==> config.mk <==
export PLATFORM = sky130hd
export DESIGN_NAME = onehot_dispatcher
export DESIGN_NICKNAME = d
export VERILOG_FILES = /design/src/rtl/dispatch_pkg.sv /design/src/rtl/priority_encoder.sv /design/src/rtl/onehot_dispatcher.sv
export SDC_FILE = /design/constraint.sdc
export NUM_CORES = 1
export LEC_CHECK = 0
export ABC_AREA = 1
export BUFFER_PORTS_ARGS = -buffer_cell sky130_fd_sc_hd__buf_2
export CORE_MARGIN = 1.5
export CORE_UTILIZATION = 45
export DETAILED_ROUTE_END_ITERATION = 7
export GPL_TIMING_DRIVEN = 0
export PLACE_DENSITY = 0.7
export SYNTH_ARGS = -nofsm -noshare
export SYNTH_HDL_FRONTEND = slang
export SYNTH_HIERARCHICAL = 1
export SYNTH_SLANG_ARGS = --single-unit
==> constraint.sdc <==
create_clock -name clk -period 3.9 [get_ports clk]
set_input_delay 0.39 -clock clk [delete_from_list [all_inputs] [get_ports clk]]
set_output_delay 0.39 -clock clk [all_outputs]
set_load 0.01 [all_outputs]
==> src/rtl/dispatch_pkg.sv <==
// Shared types and default parameters for the one-hot dispatcher.
package dispatch_pkg;

  localparam int unsigned DEFAULT_N       = 4;
  localparam int unsigned DEFAULT_TIMEOUT = 16;

  typedef enum logic {
    IDLE = 1'b0,
    WAIT = 1'b1
  } state_t;

endpackage

==> src/rtl/priority_encoder.sv <==
// Combinational priority encoder: index of the highest set request bit.
module priority_encoder #(
  parameter int unsigned N = 4
) (
  input  logic [2**N-1:0] req,
  output logic [N-1:0]    idx,
  output logic            valid
);

  localparam int unsigned L = 2**N;

  // Later (higher) bits overwrite earlier ones, so the highest wins.
  always_comb begin
    idx   = '0;
    valid = 1'b0;
    for (int i = 0; i < int'(L); i++) begin
      if (req[i]) begin
        idx   = N'(i);
        valid = 1'b1;
      end
    end
  end

endmodule

==> src/rtl/onehot_dispatcher.sv <==
// Queues line requests and issues them one at a time, highest index first,
// holding each issue until acked or until the wait timer expires.
module onehot_dispatcher
  import dispatch_pkg::*;
#(
  parameter int unsigned N       = DEFAULT_N,
  parameter int unsigned TIMEOUT = DEFAULT_TIMEOUT
) (
  input  logic            clk,
  input  logic            rst,
  input  logic [N-1:0]    idx_in,
  input  logic            idx_valid,
  input  logic [2**N-1:0] line_ack,
  output logic [2**N-1:0] line_out,
  output logic [2**N-1:0] pending,
  output logic            busy,
  output logic            dup,
  output logic            timeout_err
);

  localparam int unsigned L  = 2**N;
  localparam int unsigned TW = $clog2(TIMEOUT);

  state_t          state_q, state_d;
  logic [TW-1:0]   timer_q, timer_d;
  logic [L-1:0]    line_d, pend_d, pend_clr, pend_set;
  logic            dup_d, tmo_d;
  logic [N-1:0]    pe_idx;
  logic            pe_valid;

  priority_encoder #(.N(N)) u_pe (
    .req   (pending),
    .idx   (pe_idx),
    .valid (pe_valid)
  );

  always_ff @(posedge clk or posedge rst) begin
    if (rst) begin
      state_q     <= IDLE;
      timer_q     <= '0;
      line_out    <= '0;
      pending     <= '0;
      dup         <= 1'b0;
      timeout_err <= 1'b0;
    end else begin
      state_q     <= state_d;
      timer_q     <= timer_d;
      line_out    <= line_d;
      pending     <= pend_d;
      dup         <= dup_d;
      timeout_err <= tmo_d;
    end
  end

  // Next-state, issue/clear decisions and pending update (set beats clear).
  always_comb begin
    state_d  = state_q;
    timer_d  = timer_q;
    line_d   = line_out;
    pend_clr = '0;
    tmo_d    = 1'b0;
    case (state_q)
      IDLE: begin
        if (pe_valid) begin
          state_d  = WAIT;
          line_d   = L'(1) << pe_idx;
          pend_clr = L'(1) << pe_idx;
          timer_d  = '0;
        end
      end
      WAIT: begin
        timer_d = timer_q + TW'(1);
        if ((line_ack & line_out) != '0) begin
          line_d  = '0;
          state_d = IDLE;
        end else if (timer_q == TW'(TIMEOUT - 1)) begin
          line_d  = '0;
          tmo_d   = 1'b1;
          state_d = IDLE;
        end
      end
      default: begin
        state_d = IDLE;
        line_d  = '0;
      end
    endcase
    pend_set = idx_valid ? (L'(1) << idx_in) : '0;
    pend_d   = (pending & ~pend_clr) | pend_set;
    dup_d    = idx_valid && pending[idx_in];
  end

  assign busy = (state_q == WAIT);

endmodule
==> impl_metrics.env <==
export IMPL_reg2reg_slack_ps=1820
export IMPL_cellInternalPower_mw=0.854
export IMPL_postSynth_asyncResetShare_pct=100
export IMPL_place_hpwl_um=4000
export IMPL_power_switching_share_pct=40.6
export IMPL_max_slew_margin_rel_pct=46.4
export IMPL_tritoncts_num_buffers=5
export IMPL_met3_usage_pct=2.92
export IMPL_num_rows=25
export IMPL_p_sw_mw=0.584
export IMPL_synth_common_cells="sky130_fd_sc_hd__nand2_1 (125), sky130_fd_sc_hd__inv_1 (47), sky130_fd_sc_hd__dfrtp_1 (39)"
export IMPL_ys_warn_count=6
export IMPL_fp_dieW_um=72.3
export IMPL_antenna_found_initial=0
export IMPL_rsz0062_at_grt="false"
export IMPL_worst_endpoint_required_ps=4070
export IMPL_grt_pass1_vias=1897
export IMPL_critPathCaptureType="register"
export IMPL_tritoncts_clock_tree="yes"
export IMPL_highest_utilization_routing_layer_at_the_global_route_stage="met2"
export IMPL_number_of_setup_buffers_added_after_cts=0
export IMPL_sequential_power_share_pct=39.7
export IMPL_initial_core_util_pct=46.4
export IMPL_ys_flop_type="sky130_fd_sc_hd__dfrtp_1"
export IMPL_drcViolationCount=0
export IMPL_final_layout_size_suffix_gt1_share_pct=23.1
export IMPL_grtUsageMet1_pct=28.2
export IMPL_clockPowerShare_pct=20.6
export IMPL_postRouteWirelength_um=5070
export IMPL_largest_net_degree_at_the_start_of_global_routing=40
export IMPL_die_y_um=72.3
export IMPL_wl_per_cell_um=11.8
export IMPL_grt_pass1_wl_um=8490
export IMPL_critical_path_class="register to register"
export IMPL_min_period_ps=2080
export IMPL_yosys_area_top_type="sky130_fd_sc_hd__dfrtp_1"
export IMPL_avgSynthCellArea_um2=6.93
export IMPL_synth_yosys_seq_area_share_pct=45.2
export IMPL_cap_violations=0
export IMPL_synth_top_cell_area_share_pct=45.2
export IMPL_critPathLaunch="pending[2]$_DFF_PP0_"
export IMPL_htreeDepth=2
export IMPL_vias_per_cell=4.74
export IMPL_synth_area_top_cells="sky130_fd_sc_hd__dfrtp_1 (45%), sky130_fd_sc_hd__nand2_1 (22%), sky130_fd_sc_hd__inv_1 (8.2%), sky130_fd_sc_hd__nor2_1 (4.9%), sky130_fd_sc_hd__nand3_1 (3.9%)"
export IMPL_synthesis_area_um2=2160
export IMPL_cts_repair_resize_count=0
export IMPL_number_of_drc_markers_after_the_initial_detailed_route_iteration=128
export IMPL_power_density_nw_per_um2=550
export IMPL_timing_final_max_slew_violations=0
export IMPL_drtAntennaViolNets=0
export IMPL_yosys_register_bits=39
export IMPL_ctsLongestPathBuffers=2
export IMPL_io_buffers=57
export IMPL_synth_cell_types=25
export IMPL_setup_viol=0
export IMPL_worst_ep_arrival_time_ps=2250
export IMPL_synth_enable_flop_cells=0
export IMPL_worst_clock_skew_ps=3.75
export IMPL_drtPass1Iterations=4
export IMPL_postCtsHoldBufs=0
export IMPL_critical_path_reg2reg_startpoint="pending[2]$_DFF_PP0_"
export IMPL_outcome="finished, final reports clean"
export IMPL_track_usage_pct=21.1
export IMPL_post_synth_top_count_cell="sky130_fd_sc_hd__nand2_1"
export IMPL_clock_sinks=39
export IMPL_power_leakage_nw=1.54
export IMPL_layout_nets=400
export IMPL_critical_path_peak_fanout=7
export IMPL_setup_worst_path_start_class="register"
export IMPL_worst_slew_pin_slew_ps=803
export IMPL_synthCells=312
export IMPL_setup_total_negative_slack_ps=0
export IMPL_fmax_mhz=481
export IMPL_power_total_mw=1.44
export IMPL_globalRouteMet2Util_pct=34.4
export IMPL_flow_area_growth_from_synthesis_pct=21.0
export IMPL_worst_skew_pair_late_latency_ps=290
export IMPL_grt_remaining_overflow=0
export IMPL_hold_viol=0
export IMPL_final_min_period_over_clock_period_pct=53.3
export IMPL_final_core_util_pct=56.1
export IMPL_core_area_um2=4660
export IMPL_ctsRootBufferMaster="sky130_fd_sc_hd__clkbuf_8"
export IMPL_boundaryPins=58
export IMPL_power_combinational_fraction_pct=39.7
export IMPL_via_count=2041
export IMPL_worst_hold_slack_ps=237
export IMPL_vdd_ir_drop_max_mv=0.243
export IMPL_clk_pin_slew_ps=70
export IMPL_routability_cong=0.857
export IMPL_antennaDiodeCount=0
export IMPL_syn_num_nets=336
export IMPL_worst_hold_path_type="input pin to async pin"
export IMPL_dieArea_um2=5230
[layer usage]
layer / wire length (um) / share of wire (%) / vias up
met4: 108 / 2.1 / 0
met3: 305 / 6.0 / 9
li1: - / - / 1074
met2: 2290 / 45 / 71
met1: 2370 / 47 / 887
met5: 0 / 0 / -
[state kept, by name, indices dropped and copies added, names as in the netlist]
| register | cells |
|---|---|
| busy | 1 |
| timeout_err | 1 |
| timer_q | 4 |
| line_out | 16 |
| dup | 1 |
| pending | 16 |
[per-stage QoR]
stage | instance area (um2) | worst slack [ps] | cells
6_report | 2610 | 1820 | 431
5_1_grt | 2610 | 1560 | 431
4_1_cts | 2610 | 1830 | 431
3_3_place_gp | 2510 | 1890 | 423
3_5_place_dp | 2510 | 1860 | 423
2_1_floorplan | 2160 | 2090 | 312
[cell type report]
type,instances,area (um2)
fill,452,2050
sequential,39,976
multi-input combinational,216,937
timing repair buffer,57,285
inverter,53,213
clock buffer,8,100
tap,54,67.6
buffer,4,35.0
[critical path, cell delays in order, from the launching register on]
cell and delay, ps:
sky130_fd_sc_hd__dfrtp_1 460, sky130_fd_sc_hd__inv_1 80, sky130_fd_sc_hd__nand2_1 40, sky130_fd_sc_hd__nand2_1 50, sky130_fd_sc_hd__nand2_1 40, sky130_fd_sc_hd__nand2_1 60
sky130_fd_sc_hd__nand2_1 50, sky130_fd_sc_hd__nand2_1 50, sky130_fd_sc_hd__nand2_1 40, sky130_fd_sc_hd__nand2_1 60, sky130_fd_sc_hd__nand2_1 60, sky130_fd_sc_hd__nand2_1 50
sky130_fd_sc_hd__nand2_1 50, sky130_fd_sc_hd__nand2_1 50, sky130_fd_sc_hd__nand2_1 40, sky130_fd_sc_hd__nand2_1 160, sky130_fd_sc_hd__inv_1 80, sky130_fd_sc_hd__nor3_1 140
sky130_fd_sc_hd__inv_1 90, sky130_fd_sc_hd__nor2_1 90, sky130_fd_sc_hd__inv_1 80, sky130_fd_sc_hd__nand2_1 60, sky130_fd_sc_hd__o21ai_0 70
[placed cells by master, fill, tap and decap left out, drive strengths merged]
master,synthesis,routed
o21ai,17,17
a31o,1,1
and3b,1,1
nand2,127,127
a21oi,5,5
o22ai,3,3
nor3,5,5
inv,52,52
clkbuf,0,8
dfrtp,39,39
nor2,36,36
nand4,1,1
bufinv,1,1
a22o,1,1
or2,1,1
buf,4,61
ha,1,1
nand3,17,17
[kinds of logic after synthesis]
family                   share of synthesized area (%)
buffers and inverters                             11.5
AND/OR/NAND/NOR                                   35.8
adder cells (fa/ha/maj)                          0.579
flip-flops                                        45.2
AO/OA/AOI/OAI                                     7.01
[power by group through the flow]
stage	clock (mW)	combinational, mW	sequential [mW]
floorplan	0	0.379	0.588
global placement	0	0.561	0.577
detailed placement	0	0.573	0.580
CTS	0.307	0.576	0.573
global route	0.320	0.653	0.584
finish	0.296	0.570	0.571
[path summary, 6_finish.rpt]
path | to | depth (start not counted)
setup / recovery | pending[9]$_DFF_PP0_ | 22
hold / removal | line_out[10]$_DFFE_PP0P_ | 2
setup reg to reg | pending[9]$_DFF_PP0_ | 22
hold reg to reg | line_out[7]$_DFFE_PP0P_ | 2
max in group asynchronous | line_out[14]$_DFFE_PP0P_ | 2
min in group clk | dup$_DFF_PP0_ | 3
Power figures use the tool's default switching activity.
